`config.mk`:
```
export PLATFORM = sky130hd
export DESIGN_NAME = digit_seq_comparator
export DESIGN_NICKNAME = d
export VERILOG_FILES = /design/src/rtl/digit_seq_pkg.sv /design/src/rtl/digit_seq_comparator_lockout_timer.sv /design/src/rtl/digit_seq_comparator.sv
export SDC_FILE = /design/constraint.sdc
export NUM_CORES = 1
export LEC_CHECK = 0
export BUFFER_PORTS_ARGS = -buffer_cell sky130_fd_sc_hd__buf_2
export CAP_MARGIN = 20
export CORE_MARGIN = 8
export CORE_UTILIZATION = 44
export CTS_CLUSTER_SIZE = 8
export DETAILED_ROUTE_END_ITERATION = 7
export PLACE_DENSITY = 0.72
export SYNTH_ARGS = -nofsm -noshare
export SYNTH_HDL_FRONTEND = slang
export SYNTH_HIERARCHICAL = 1
export SYNTH_SLANG_ARGS = --single-unit
```
`constraint.sdc`:
```
create_clock -name clk -period 2.1 [get_ports clk]
set_input_delay 0.42 -clock clk [delete_from_list [all_inputs] [get_ports clk]]
set_output_delay 0.42 -clock clk [all_outputs]
set_load 0.03 [all_outputs]
```
`src/rtl/digit_seq_pkg.sv`:
```
// Shared types and helpers for the sequential digit comparator.
//
// Contents:
//   state_t   - entry FSM states (IDLE, COLLECT, DONE)
//   decide_t  - running comparison decision (UNDECIDED, DEC_GT, DEC_LT)
//   digit_at  - pick one digit out of a packed code. Digit 0 is the most
//               significant digit and sits in the top DIGIT_W bits.
package digit_seq_pkg;

  typedef enum logic [1:0] {IDLE, COLLECT, DONE} state_t;

  typedef enum logic [1:0] {UNDECIDED, DEC_GT, DEC_LT} decide_t;

  // Widest code and digit the helper can handle. Callers zero-extend their
  // code to MAX_CODE_W bits and compare the returned digit at MAX_DIGIT_W bits.
  localparam int MAX_CODE_W  = 256;
  localparam int MAX_DIGIT_W = 32;

  function automatic logic [MAX_DIGIT_W-1:0] digit_at(
    input logic [MAX_CODE_W-1:0] code,
    input logic [31:0]           idx,
    input logic [31:0]           digit_w,
    input logic [31:0]           num_digits
  );
    logic [MAX_DIGIT_W-1:0] mask;
    mask = (digit_w >= 32'd32) ? '1 : ((32'd1 << digit_w) - 32'd1);
    return MAX_DIGIT_W'(code >> ((num_digits - 32'd1 - idx) * digit_w)) & mask;
  endfunction

endpackage

```
`src/rtl/digit_seq_comparator_lockout_timer.sv`:
```
// Lockout timer for the digit comparator: counts consecutive failed
// entries and, once MAX_FAILS is reached, holds 'locked' high for
// LOCK_CYCLES clock cycles.
//
// Ports:
//   clk          - system clock, rising edge
//   reset        - synchronous, active-high
//   result_valid - high for the single cycle in which a comparison completes
//   result_eq    - comparison outcome, valid while result_valid is high
//   locked       - lockout active
module digit_seq_comparator_lockout_timer #(
  parameter int MAX_FAILS   = 3,
  parameter int LOCK_CYCLES = 50
) (
  input  logic clk,
  input  logic reset,
  input  logic result_valid,
  input  logic result_eq,
  output logic locked
);

  localparam int FAIL_W  = (MAX_FAILS < 1) ? 1 : $clog2(MAX_FAILS + 1);
  localparam int TIMER_W = (LOCK_CYCLES < 1) ? 1 : $clog2(LOCK_CYCLES + 1);
  localparam logic [FAIL_W-1:0]  FAIL_LIMIT = FAIL_W'(MAX_FAILS);
  localparam logic [TIMER_W-1:0] LOCK_LOAD  = TIMER_W'(LOCK_CYCLES);

  logic [FAIL_W-1:0]  fail_q,   fail_d;
  logic [TIMER_W-1:0] timer_q,  timer_d;
  logic               locked_q, locked_d;

  always_ff @(posedge clk) begin
    if (reset) begin
      fail_q   <= '0;
      timer_q  <= '0;
      locked_q <= 1'b0;
    end else begin
      fail_q   <= fail_d;
      timer_q  <= timer_d;
      locked_q <= locked_d;
    end
  end

  // The timer holds the number of locked cycles still to go, counting the
  // current one, so the lock lasts exactly LOCK_CYCLES cycles. No result can
  // complete while locked, because new entries are refused.
  always_comb begin
    fail_d   = fail_q;
    timer_d  = timer_q;
    locked_d = locked_q;
    if (locked_q) begin
      if (timer_q <= TIMER_W'(1)) begin
        locked_d = 1'b0;
        timer_d  = '0;
        fail_d   = '0;
      end else begin
        timer_d = timer_q - TIMER_W'(1);
      end
    end else if (result_valid) begin
      if (result_eq) begin
        fail_d = '0;
      end else if ((fail_q + FAIL_W'(1)) >= FAIL_LIMIT) begin
        fail_d   = FAIL_LIMIT;
        locked_d = 1'b1;
        timer_d  = LOCK_LOAD;
      end else begin
        fail_d = fail_q + FAIL_W'(1);
      end
    end
  end

  assign locked = locked_q;

endmodule

```
`src/rtl/digit_seq_comparator.sv`:
```
// Sequential digit-code comparator. It takes NUM_DIGITS digits of DIGIT_W
// bits, one per digit_valid strobe with the most significant digit first,
// and compares them against a stored reference code. The result is reported
// as equal / greater / less the cycle after the last digit.
//
// Ports:
//   clk, reset   - clock and synchronous active-high reset
//   code_load    - capture code_in as the reference. This aborts an entry
//                  in progress.
//   code_in      - reference code, digit 0 (MS) in the top DIGIT_W bits
//   digit_valid  - one-cycle strobe qualifying digit_in
//   digit_in     - entered digit
//   clear        - abort the entry and clear the result flags
//   busy         - entry in progress
//   done         - one-cycle pulse when the comparison completes
//   eq / gt / lt - result flags. They are held until the next entry starts.
//   count        - digits accepted so far in the current entry
//   locked       - lockout active (always 0 unless the lockout is built in)
//
// Build option: define DIGIT_SEQ_LOCKOUT_EN to add the failed-attempt
// lockout (MAX_FAILS consecutive mismatches lock out entry for LOCK_CYCLES).
module digit_seq_comparator
  import digit_seq_pkg::*;
#(
  parameter int DIGIT_W     = 4,
  parameter int NUM_DIGITS  = 2,
  parameter int MAX_FAILS   = 3,
  parameter int LOCK_CYCLES = 50
) (
  input  logic                              clk,
  input  logic                              reset,
  input  logic                              code_load,
  input  logic [NUM_DIGITS*DIGIT_W-1:0]     code_in,
  input  logic                              digit_valid,
  input  logic [DIGIT_W-1:0]                digit_in,
  input  logic                              clear,
  output logic                              busy,
  output logic                              done,
  output logic                              eq,
  output logic                              gt,
  output logic                              lt,
  output logic [$clog2(NUM_DIGITS+1)-1:0]   count,
  output logic                              locked
);

  localparam int CODE_W = NUM_DIGITS * DIGIT_W;
  localparam int CNT_W  = $clog2(NUM_DIGITS + 1);
  localparam logic [CNT_W-1:0] LAST_CNT = CNT_W'(NUM_DIGITS);

  state_t                 state_q, state_d;
  decide_t                dec_q,   dec_d;
  logic [CNT_W-1:0]       count_q, count_d;
  logic [CODE_W-1:0]      ref_q,   ref_d;
  logic                   eq_q, eq_d, gt_q, gt_d, lt_q, lt_d;

  logic                   locked_int;
  logic                   take_digit;
  logic                   abort_entry;
  logic [CNT_W-1:0]       digit_idx;
  logic [CNT_W-1:0]       count_next;
  logic [MAX_DIGIT_W-1:0] ref_digit;
  logic [MAX_DIGIT_W-1:0] entered_digit;
  decide_t                digit_dec;
  decide_t                step_dec;

`ifdef DIGIT_SEQ_LOCKOUT_EN
  digit_seq_comparator_lockout_timer #(
    .MAX_FAILS   (MAX_FAILS),
    .LOCK_CYCLES (LOCK_CYCLES)
  ) u_lockout (
    .clk          (clk),
    .reset        (reset),
    .result_valid (state_q == DONE),
    .result_eq    (eq_q),
    .locked       (locked_int)
  );
`else
  assign locked_int = 1'b0;
  logic unused_lock_params;
  assign unused_lock_params = ^{MAX_FAILS, LOCK_CYCLES};
`endif

  // State register
  always_ff @(posedge clk) begin
    if (reset) begin
      state_q <= IDLE;
      dec_q   <= UNDECIDED;
      count_q <= '0;
      ref_q   <= '0;
      eq_q    <= 1'b0;
      gt_q    <= 1'b0;
      lt_q    <= 1'b0;
    end else begin
      state_q <= state_d;
      dec_q   <= dec_d;
      count_q <= count_d;
      ref_q   <= ref_d;
      eq_q    <= eq_d;
      gt_q    <= gt_d;
      lt_q    <= lt_d;
    end
  end

  // A load always wins over a digit in the same cycle, so the digit is never
  // compared against a reference that is being replaced.
  assign take_digit  = digit_valid && !code_load && !locked_int;
  assign abort_entry = clear || (code_load && (state_q == COLLECT));

  // The first digit of an entry is always digit 0, whatever count shows.
  assign digit_idx     = (state_q == IDLE) ? '0 : count_q;
  assign count_next    = digit_idx + CNT_W'(1);
  assign ref_digit     = digit_at({{(MAX_CODE_W-CODE_W){1'b0}}, ref_q},
                                  32'(digit_idx), 32'(DIGIT_W), 32'(NUM_DIGITS));
  assign entered_digit = MAX_DIGIT_W'(digit_in);

  always_comb begin
    digit_dec = UNDECIDED;
    if (entered_digit > ref_digit) begin
      digit_dec = DEC_GT;
    end else if (entered_digit < ref_digit) begin
      digit_dec = DEC_LT;
    end
  end

  // Once a digit differs, that decision sticks for the rest of the entry.
  assign step_dec = ((state_q == IDLE) || (dec_q == UNDECIDED)) ? digit_dec : dec_q;

  // Next-state logic
  always_comb begin
    state_d = state_q;
    dec_d   = dec_q;
    count_d = count_q;
    ref_d   = ref_q;
    eq_d    = eq_q;
    gt_d    = gt_q;
    lt_d    = lt_q;

    if (code_load) begin
      ref_d = code_in;
    end

    if (abort_entry) begin
      state_d = IDLE;
      dec_d   = UNDECIDED;
      count_d = '0;
      eq_d    = 1'b0;
      gt_d    = 1'b0;
      lt_d    = 1'b0;
    end else begin
      case (state_q)
        IDLE, COLLECT: begin
          if (take_digit) begin
            dec_d   = step_dec;
            count_d = count_next;
            if (state_q == IDLE) begin
              eq_d = 1'b0;
              gt_d = 1'b0;
              lt_d = 1'b0;
            end
            if (count_next == LAST_CNT) begin
              state_d = DONE;
              eq_d    = (step_dec == UNDECIDED);
              gt_d    = (step_dec == DEC_GT);
              lt_d    = (step_dec == DEC_LT);
            end else begin
              state_d = COLLECT;
            end
          end
        end
        DONE: begin
          state_d = IDLE;
          dec_d   = UNDECIDED;
          count_d = '0;
        end
        default: begin
          state_d = IDLE;
          dec_d   = UNDECIDED;
          count_d = '0;
        end
      endcase
    end
  end

  // Output logic
  always_comb begin
    busy   = (state_q == COLLECT);
    done   = (state_q == DONE);
    eq     = eq_q;
    gt     = gt_q;
    lt     = lt_q;
    count  = count_q;
    locked = locked_int;
  end

endmodule

```
# Yosys cells after proc, flatten, opt, wreduce, memory -nomap -nowiden

Index checks and enable logic that the tools add are counted.
Widths: inputs -> output; s select.

Flip-flop bits (word level): 17
Word-level logic and storage cells: 40
Input bits: 17
Output and inout bits: 8

Shifts and indexed selects: 1
Reduce and logical (&&, ||, !) cells: 13
Add/subtract/negate cells: 2
Eq/ne operators: 5
Mux-type cells: 9
$lt $le $gt $ge: 2
Bitwise gates (word level): 1

Operator list:

| operator            | count |
|---|---|
| $shr 8x32->4        | 1 |
| $mux 2              | 5 |
| $eq 2x2->1 const B  | 3 |
| $logic_not 2->1     | 3 |
| $eq 2x1->1 const B  | 2 |
| $gt 4x4->1          | 1 |
| $lt 4x4->1          | 1 |
| $mux 1              | 4 |
| $reduce_or 2->1     | 2 |
| $reduce_and 3->1    | 1 |
| $reduce_or 3->1     | 1 |
| $sub 1x2->3 const A | 1 |
| $add 2x1->2 const B | 1 |
| $logic_and 1x1->1   | 2 |
| $logic_or 1x1->1    | 2 |
| $reduce_bool 2->1   | 1 |
| $logic_not 1->1     | 1 |
| $not 1->1           | 1 |

# Logic depth before layout (Yosys ltp)

Gate-level depths: netlist of the first run.

Depth in word-level cells: 10
Mapped depth: 10
Depth with buffers taken out: 9

# Worst setup path before layout of the first run

OpenSTA, ideal clock, no wires.

Path kind: register to register
Start point: reg state_q[1]
End point: reg dec_q[1]
Buffers on the path: 1
Slack: -0.096 ns
Data arrival time: 2.126 ns
Cell stages (with the launch flop): 11
Clock period less this slack: 2.196 ns
Setup time: 0.070 ns
Required time: 2.030 ns
Cell sequence: dfxtp_1 -> or2_1 -> buf_6 -> nand2_1 -> mux2_2 -> nand2_1 -> ha_1 -> o21ai_0 -> a21oi_1 -> or3_1 -> a21oi_1

Cells in the longest elaborated chain, start to end: 8
Elaborated cells between the ends (all ways): 16
Those cells by class: 1 x add/sub; 2 x order compare; 1 x eq/ne; 1 x shift; 4 x mux; 1 x bitwise; 6 x reduce/logical

RTL lines:

| what                     | line                                                                                  | text |
|---|---|---|
| start: declaration       | digit_seq_comparator.sv:50                                                            | `state_t state_q, state_d;` |
| start signal: assignment | digit_seq_comparator.sv:94                                                            | `state_q <= state_d;` |
| $logic_not 2->1          | digit_seq_comparator.sv:110, digit_seq_comparator.sv:126, digit_seq_comparator.sv:150 |  |
| $mux 2                   | digit_seq_comparator.sv:110                                                           | `assign digit_idx = (state_q == IDLE) ? '0 : count_q;` |
| $sub 1x2->3              | digit_seq_pkg.sv:27                                                                   | `return MAX_DIGIT_W'(code >> ((num_digits - 32'd1 - idx) * digit_w)) & mask;` |
| $shr 8x32->4             | digit_seq_pkg.sv:27                                                                   |  |
| $lt 4x4->1               | digit_seq_comparator.sv:120                                                           | `end else if (entered_digit < ref_digit) begin` |
| $mux 2                   | digit_seq_comparator.sv:120                                                           |  |
| $mux 2                   | digit_seq_comparator.sv:118                                                           | `if (entered_digit > ref_digit) begin` |
| $mux 2                   | digit_seq_comparator.sv:126                                                           | `assign step_dec = ((state_q == IDLE) \|\| (dec_q == UNDECIDED)) ? digit_dec : dec_q;` |
| end signal: assignment   | digit_seq_comparator.sv:87                                                            | `dec_q <= UNDECIDED;` |
| end signal: assignment   | digit_seq_comparator.sv:95                                                            | `dec_q <= dec_d;` |
| end: declaration         | digit_seq_comparator.sv:51                                                            | `decide_t dec_q, dec_d;` |

Several ways; a longest one is shown, not always the timed one.
A chain may end at the register's enable or synchronous reset.

# Worst setup path after layout of the first run

Ends and elaborated chain as after synthesis.

==> impl_metrics.env, run 1 <==
export IMPL_status="complete, no violations"
export IMPL_yosys_cell_types_count=31
export IMPL_cp_max_fo=4
export IMPL_switchingPower_mw=0.164
export IMPL_hold_buffers=0
export IMPL_port_buffers=23
export IMPL_finalSetupViolCount=0
export IMPL_vdd_drop_max_mv=0.386
export IMPL_cts_root_buf="clkbuf_4"
export IMPL_hold_viol=0
export IMPL_drtIter0Drc=7
export IMPL_arrival_ps=2260
export IMPL_cts_sinks=17
export IMPL_avgSynthCellArea_um2=8.78
export IMPL_synth_enable_flop_cells=0
export IMPL_hp_class="input port to flip-flop"
export IMPL_async_flop_share=0
export IMPL_cts_buffer_depth=2
export IMPL_rsz0062_at_grt="true"
export IMPL_leakage_nw=0.546
export IMPL_critPathBufInv=0
export IMPL_post_drt_wl_per_cell_um=12.2
export IMPL_total_power_mw=0.621
export IMPL_crit_chain="or2_4, nand2_4, mux2_2, nand2_1, ha_1, o21ai_1, a21oi_1, or3_1, a21oi_2"
export IMPL_grt_use_met3=0.0360
export IMPL_grt_total_usage=0.117
export IMPL_vias=764
export IMPL_ys_top_cells_by_area="dfxtp_1 (39%), mux2i_1 (10%), ha_1 (7.2%)"
export IMPL_reg2reg_from="state_q[1]$_SDFFE_PP0P_"
export IMPL_yosys_warnings=6
export IMPL_fp_dieH_um=60.5
export IMPL_synth_nets=121
export IMPL_ios=25
export IMPL_grt_max_degree=12
export IMPL_p_comb_frac=0.167
export IMPL_hold_path_startpoint="code_in[4]"
export IMPL_finalCritPeriodShare=0.967
export IMPL_start_util=0.452
export IMPL_timing_hold_ws_ps=362
export IMPL_cp_slowest_cell="dfxtp_1"
export IMPL_critPathMaxStageDelay_ps=330
export IMPL_grt_pass1_vias=803
export IMPL_viasPerCell=4.93
export IMPL_die_w_um=60.5
export IMPL_dpl_hpwl_mm=1.52
export IMPL_drc=0
export IMPL_seq_area_frac_synth=0.391
export IMPL_grt_overflow_total=0
export IMPL_layout_commonest_cell="buf_2"
export IMPL_synthCells=99
export IMPL_place_area_um2=1040
export IMPL_drive_gt1_frac=0.320
export IMPL_layout_nets=151
export IMPL_cts_clk_slew_worst_paths_ps=100
export IMPL_crit_type="flip-flop to flip-flop"
export IMPL_final_util=0.560
export IMPL_drt_total_wl_mm=1.89
export IMPL_drt_first_pass_iters=3
export IMPL_die_area_um2=3650
export IMPL_insertion_delay_ps=290
export IMPL_p_sw_frac=0.264
export IMPL_cts_buffers=3
export IMPL_htree_levels=1
export IMPL_power_density_nw_per_um2=578
export IMPL_syn_to_final_growth_pct=23.7
export IMPL_rows=16
export IMPL_max_freq_ghz=0.493
export IMPL_busiest_layer="met2"
export IMPL_seqPwrFrac=0.550
export IMPL_pwr_share_clk=0.284
export IMPL_clock_skew_ps=1.88
export IMPL_crit_start="state_q[1]$_SDFFE_PP0P_"
export IMPL_antenna_found_initial=0
export IMPL_n_antenna_cell=0
export IMPL_worst_ep_required_time_ps=2330
export IMPL_synth_top_cell_by_area="dfxtp_1"
export IMPL_synth_seq_cells=17
export IMPL_final_cell_mix="buf_2 (23), dfxtp_1 (17), nor2_1 (15)"
export IMPL_fin_area_um2=1080
export IMPL_cts_tree="yes"
export IMPL_cp_top_family="simple AND/OR/NAND/NOR gates"
export IMPL_critPathLaunchType="flip-flop"
export IMPL_post_route_min_period_ps=2030
export IMPL_coreArea_um2=1920
export IMPL_crit_path_end_kind="flip-flop"
export IMPL_use_met1=0.133
export IMPL_slew_viol_final=0
export IMPL_ant_nets=0
export IMPL_drv_cap=0
export IMPL_synth_area_um2=870
export IMPL_netlist_area_leader_share=0.391
export IMPL_grt_pass1_wl_mm=3.30
export IMPL_grt_util_met2=0.192
export IMPL_synth_flop_cell="dfxtp_1"
export IMPL_gp_congestion=0.826
export IMPL_p_int_mw=0.458
==> layout make-up <==
cell class,instances,area [um^2]
clock buffers,4,26.3
repair buffers,29,160
well taps,27,33.8
fillers,205,846
multi-input cells,72,493
flip-flops and latches,17,340
inverters,6,22.5
==> metrics by stage <==
stage | cells | TNS, ps | worst slack (ps)
after global placement | 150 | 0 | 99.2
after global routing | 155 | -148 | -40.7
after floorplan | 99 | 0 | 11.7
after detailed placement | 150 | -7.07 | -7.07
after CTS | 155 | 0 | 4.31
final | 155 | 0 | 70.1
==> path summary, 6_finish.rpt <==
check | depth (start not counted) | to | slack [ps]
setup / recovery | 9 | dec_q[1]$_SDFFE_PP0P_ | 70
hold / removal | 3 | ref_q[4]$_SDFFE_PP0P_ | 360
setup reg to reg | 9 | dec_q[1]$_SDFFE_PP0P_ | 70
hold reg to reg | 2 | lt$_SDFFE_PP0P_ | 460
==> cells in the mapped netlist (3+ instances only) <==
library cell,count
a21oi_1,5
dfxtp_1,17
ha_1,5
inv_1,6
mux2_2,3
mux2i_1,9
nand2_1,9
nor2_1,15
o21ai_0,4
==> timing repair <==
action / CTS / global route
setup endpoints to repair: 1 / 5
gates resized for setup: 0 / 2
setup buffers: 1 / 0
pin swaps: 1 / 2
==> worst register-to-register path, stage by stage (launching register included) <==
cell and delay, ps:
dfxtp_1 330, or2_4 260, nand2_4 80, mux2_2 330, nand2_1 70, ha_1 240, o21ai_1 130, a21oi_1 80
or3_1 330, a21oi_2 120
==> power groups by stage <==
stage	clock network, mW	registers [mW]	logic, mW
after floorplan	0	0.350	0.0675
after global placement	0	0.349	0.0989
after detailed placement	0	0.349	0.102
after CTS	0.184	0.342	0.103
after global routing	0.199	0.344	0.117
final	0.176	0.342	0.104
==> layer usage <==
metal  wire (um)  up-vias
li1            -      398
met1         871      346
met2         893       18
met3         112        2
met4          12        0
met5           0        -
==> flip-flops by register name (all words and copies together) (netlist names) <==
register	cells
count	2
gt	1
eq	1
state_q	2
dec_q	2
lt	1
ref_q	8
==> logic make-up after synthesis <==
kind of cell    after synthesis  synth area share
simple gates                 35             0.189
compound gates               19             0.144
flops                        17             0.391
mux                          12             0.142
buf+inv                      10            0.0575
fa+ha+maj                     5            0.0719
other cells                   1           0.00431
Note: power is estimated with default switching activity, not from simulation.
==> inputs of run 2 (changes only) <==
- CORE_MARGIN: 8 -> 3
==> run 2 against run 1 <==
Compared with the run above: non-clock buffer count fell by 1; flip-flop and latch count unchanged; clock-buffer cell count fell by 1; worst setup slack worse by 34 ps; highest routed layer unchanged; register-to-register slack got worse by 30 ps; sequential share of layout area decreased by 1.1 points; die area fell by 30%; critical path type unchanged; maximum frequency fell by 1.7%.
==> impl_metrics.env, run 2 (synthesized netlist as in run 1, its figures left out) <==
export IMPL_drt_total_wl_mm=1.99
export IMPL_ff_latch_area_um2=342
export IMPL_cp_max_fo=5
export IMPL_hold_viol=0
export IMPL_cp_slowest_cell="mux2_2"
export IMPL_critPathBufInv=0
export IMPL_cts_sinks=17
export IMPL_viasPerCell=5.27
export IMPL_gp_congestion=0.770
export IMPL_post_route_min_period_ps=2060
export IMPL_crit_path_end_kind="flip-flop"
export IMPL_rsz0062_at_grt="true"
export IMPL_drt_first_pass_iters=4
export IMPL_vias=801
export IMPL_worst_ep_required_time_ps=2340
export IMPL_die_area_um2=2550
export IMPL_largest_register_ffs=8
export IMPL_slew_viol_final=0
export IMPL_antenna_found_initial=0
export IMPL_ant_nets=0
export IMPL_fp_dieH_um=50.5
export IMPL_critPathMaxStageDelay_ps=340
export IMPL_vdd_drop_max_mv=0.389
export IMPL_layout_commonest_cell="buf_2"
export IMPL_cts_tree="yes"
export IMPL_syn_to_final_growth_pct=28.6
export IMPL_ios=25
export IMPL_final_setup_worst_slack_ps=35.9
export IMPL_arrival_ps=2300
export IMPL_layout_nets=150
export IMPL_drtIter0Drc=24
export IMPL_multiInputGateArea_um2=541
export IMPL_coreArea_um2=1800
export IMPL_dpl_hpwl_mm=1.37
export IMPL_drc=0
export IMPL_start_util=0.483
export IMPL_htree_levels=1
export IMPL_grt_overflow_total=0
export IMPL_hp_class="input port to flip-flop"
export IMPL_max_freq_ghz=0.484
export IMPL_finalCritPeriodShare=0.983
export IMPL_post_drt_wl_per_cell_um=13.1
export IMPL_critPathLaunchType="flip-flop"
export IMPL_status="complete, no violations"
export IMPL_total_power_mw=0.644
export IMPL_cts_clk_slew_worst_paths_ps=110
export IMPL_grt_max_degree=12
export IMPL_port_buffers=23
export IMPL_power_density_nw_per_um2=576
export IMPL_drv_cap=0
export IMPL_hold_buffers=0
export IMPL_crit_chain="or2_4, nand2_4, mux2_2, nand2_2, ha_4, o21ai_2, a21oi_2, or3_1, a21oi_2"
export IMPL_cts_buffers=3
export IMPL_largest_register="ref_q"
export IMPL_leakage_nw=0.547
export IMPL_final_cell_mix="buf_2 (23), dfxtp_1 (16), nor2_1 (14)"
export IMPL_crit_type="flip-flop to flip-flop"
export IMPL_clock_skew_ps=7.36
export IMPL_cp_top_family="simple AND/OR/NAND/NOR gates"
export IMPL_drive_gt1_frac=0.394
export IMPL_rows=15
export IMPL_cts_root_buf="clkbuf_4"
export IMPL_n_antenna_cell=0
export IMPL_grt_pass1_wl_mm=3.26
export IMPL_finalSetupViolCount=0
export IMPL_die_w_um=50.5
export IMPL_nFillCells=158
export IMPL_grt_pass1_vias=764
export IMPL_grt_total_usage=0.161
export IMPL_path_common_cell="a21oi_2"
export IMPL_dpl_worst_slack_ps=13.8
export IMPL_cts_buffer_depth=2
export IMPL_insertion_delay_ps=300
-- run 2: final cells by class --
type,instances,area share
inverter,6,0.0201
multi-input combinational,72,0.483
clock buffer,3,0.0201
tap,25,0.0280
clock inverter,1,0.00671
timing repair buffer,28,0.136
sequential,17,0.305
-- run 2: timing repair --
| item | 4_1_cts | 5_1_grt |
|---|---|---|
| gates resized for setup | 3 | 9 |
| pin swaps | 0 | 9 |
| endpoints found under the setup margin | 1 | 2 |
| gates cloned | 0 | 0 |
| setup buffers | 0 | 1 |
-- run 2: metal layers --
metal,track usage,up-vias,share of wire
met3,0.0267,4,0.042
met4,0.0538,0,0.014
met2,0.267,26,0.49
li1,-,395,-
met1,0.210,376,0.45
met5,0,-,0
-- run 2: metrics by stage --
stage	hold slack (ps)	cell area, um^2	std cells	util	setup TNS [ps]
finish	348	1120	152	0.621	0
global route	356	1120	152	0.621	-246
CTS	346	1070	151	0.592	0
detailed placement	447	1030	147	0.569	0
global placement	442	1030	147	0.569	0
floorplan	446	877	99	-	0
-- run 2: worst reg2reg max path: stages, from the launching register on --
cell and delay (ps):
dfxtp_2 330, or2_4 260, nand2_4 90, mux2_2 340
nand2_2 90, ha_4 200, o21ai_2 160, a21oi_2 80
or3_1 330, a21oi_2 120
-- run 2: final timing paths --
path,start,end,slack [ps],depth (start not counted)
min,code_in[7],ref_q[7]$_SDFFE_PP0P_,350,3
max,state_q[1]$_SDFFE_PP0P_,dec_q[1]$_SDFFE_PP0P_,40,9
min reg2reg,lt$_SDFFE_PP0P_,lt$_SDFFE_PP0P_,460,2
max reg2reg,state_q[1]$_SDFFE_PP0P_,dec_q[1]$_SDFFE_PP0P_,40,9
-- run 2: power breakdown --
group          internal [mW]  switching (mW)  total (mW)
logic                 0.0538          0.0636       0.117
registers              0.334         0.00726       0.342
clock network         0.0725           0.112       0.185
==> inputs of run 3 (changes only) <==
- CORE_ASPECT_RATIO: unset -> 1.2
- PLACE_DENSITY: 0.72 -> 0.76
==> run 3 against run 2 <==
Compared with the run above: first-iteration DRC count fell by 88%; via count is 3.2% lower; sequential share of layout area grew 0.88 points; worst hold slack worse by 1.4 ps; sequential power about the same; combinational power decreased by 3%; largest power group unchanged; highest routed layer unchanged.
==> impl_metrics.env, run 3 (synthesized netlist as in run 1, its figures left out) <==
export IMPL_drc=0
export IMPL_cts_buffers=3
export IMPL_reg2reg_to="dec_q[1]$_SDFFE_PP0P_"
export IMPL_max_freq_ghz=0.496
export IMPL_reg2regPathDepth=9
export IMPL_grt_overflow_total=0
export IMPL_ant_nets=0
export IMPL_start_util=0.470
export IMPL_slew_viol_final=0
export IMPL_die_w_um=46.6
export IMPL_vdd_drop_max_mv=0.362
export IMPL_reg2reg_slack_ps=90
export IMPL_cp_top_family="simple AND/OR/NAND/NOR gates"
export IMPL_whs_path_depth=3
export IMPL_hold_path_startpoint="code_in[1]"
export IMPL_leakage_nw=0.548
export IMPL_largest_register_ffs=8
export IMPL_cp_max_fo=5
export IMPL_vias=775
export IMPL_tns_ps=0
export IMPL_critPathLaunchType="flip-flop"
export IMPL_crit_path_end_kind="flip-flop"
export IMPL_ff_latch_area_um2=342
export IMPL_cts_buffer_depth=2
export IMPL_rows=17
export IMPL_multiInputGateArea_um2=513
export IMPL_cts_root_buf="clkbuf_4"
export IMPL_antenna_found_initial=0
export IMPL_drtIter0Drc=3
export IMPL_cts_sinks=17
export IMPL_gp_congestion=0.865
export IMPL_port_buffers=23
export IMPL_cp_slowest_cell="dfxtp_2"
export IMPL_n_antenna_cell=0
export IMPL_layout_commonest_cell="buf_2"
export IMPL_finalSetupViolCount=0
export IMPL_worst_ep_required_time_ps=2340
export IMPL_nFillCells=173
export IMPL_drv_cap=0
export IMPL_crit_chain="or2_4, nand2_4, mux2_2, nand2_1, ha_4, o21ai_2, a21oi_2, or3_1, a21oi_2"
export IMPL_die_area_um2=2550
export IMPL_cts_tree="yes"
export IMPL_hp_class="input port to flip-flop"
export IMPL_grt_max_degree=12
export IMPL_path_common_cell="a21oi_2"
export IMPL_post_route_min_period_ps=2010
export IMPL_finalNonFillerCells=147
export IMPL_hold_path_end="ref_q[1]$_SDFFE_PP0P_"
export IMPL_grt_pass1_vias=762
export IMPL_power_density_nw_per_um2=582
export IMPL_rsz0062_at_grt="false"
export IMPL_clock_skew_ps=4.72
export IMPL_ios=25
export IMPL_layout_nets=151
export IMPL_syn_to_final_growth_pct=25.0
export IMPL_reg2reg_from="state_q[1]$_SDFFE_PP0P_"
export IMPL_final_cell_mix="buf_2 (23), dfxtp_1 (16), nor2_1 (15)"
export IMPL_drt_first_pass_iters=2
export IMPL_cts_clk_slew_worst_paths_ps=100
export IMPL_final_util=0.588
export IMPL_cp_depth=9
export IMPL_hold_viol=0
export IMPL_crit_type="flip-flop to flip-flop"
export IMPL_grt_pass1_wl_mm=3.12
export IMPL_post_drt_wl_per_cell_um=12.6
export IMPL_drive_gt1_frac=0.352
export IMPL_htree_levels=1
export IMPL_finalCritPeriodShare=0.959
export IMPL_critPathMaxStageDelay_ps=330
export IMPL_viasPerCell=5.27
export IMPL_largest_register="ref_q"
export IMPL_placedCellCount=142
export IMPL_drt_total_wl_mm=1.85
export IMPL_fp_dieH_um=54.7
export IMPL_critPathBufInv=0
export IMPL_dpl_hpwl_mm=1.49
export IMPL_arrival_ps=2250
export IMPL_grt_total_usage=0.178
export IMPL_status="complete, no violations"
export IMPL_insertion_delay_ps=300
export IMPL_coreArea_um2=1850
export IMPL_crit_start="state_q[1]$_SDFFE_PP0P_"
==> run 3: changes by cell type in the layout (fill, tap and decap cells not counted), sizes merged <==
cell      before  now
buf           28   29
clkbuf         3    4
clkinvlp       1    0
==> run 3: area by class of cell <==
class,count,area share
multi-input combinational,72,0.472
sequential,17,0.314
timing repair buffer,29,0.147
clock buffer,4,0.0242
tap,19,0.0219
inverter,6,0.0207
==> run 3: how the worst max path moves through the flow <==
stage | slack (ps) | endpoint
floorplan | 10 | dec_q[1]$_SDFFE_PP0P_
global placement | 110 | dec_q[1]$_SDFFE_PP0P_
detailed placement | 3 | dec_q[1]$_SDFFE_PP0P_
CTS | 9 | dec_q[1]$_SDFFE_PP0P_
global route | 3 | eq$_SDFFE_PP0P_
finish | 90 | dec_q[1]$_SDFFE_PP0P_
==> run 3: power by group <==
group / switching, mW / internal [mW] / total, mW
Combinational: 0.0591 / 0.0535 / 0.113
Sequential: 0.00688 / 0.334 / 0.341
Clock: 0.105 / 0.0741 / 0.179
Total: 0.171 / 0.462 / 0.633
==> run 3: per-stage QoR <==
| stage | hold slack, ps | setup WS, ps | instance area (um^2) | total power [mW] |
|---|---|---|---|---|
| after floorplan | 446 | 11.7 | 877 | 0.417 |
| after global placement | 440 | 106 | 1030 | 0.448 |
| after detailed placement | 445 | 2.81 | 1030 | 0.453 |
| after CTS | 342 | 9.13 | 1060 | 0.637 |
| after global routing | 358 | 3.44 | 1090 | 0.669 |
| final | 346 | 85.8 | 1090 | 0.633 |
==> run 3: worst min-delay path: stages <==
cell	delay [ps]
buf_2	70
mux2i_1	50
nor2_1	70
==> run 3: per-layer routing <==
layer | wire length (um) | GRT usage
met1 | 760 | 0.196
met2 | 950 | 0.307
met4 | 41 | 0.0995
met5 | 0 | 0
met3 | 97 | 0.0395
==> run 3: timing repair <==
| action | in CTS | in global routing |
|---|---|---|
| pin swaps | 2 | 4 |
| cloned | 0 | 0 |
| buffers inserted | 0 | 1 |
| hold endpoints to repair | 0 | 0 |
| hold buffers | 0 | 0 |
| endpoints found under the setup margin | 1 | 4 |
| resized for setup | 3 | 3 |
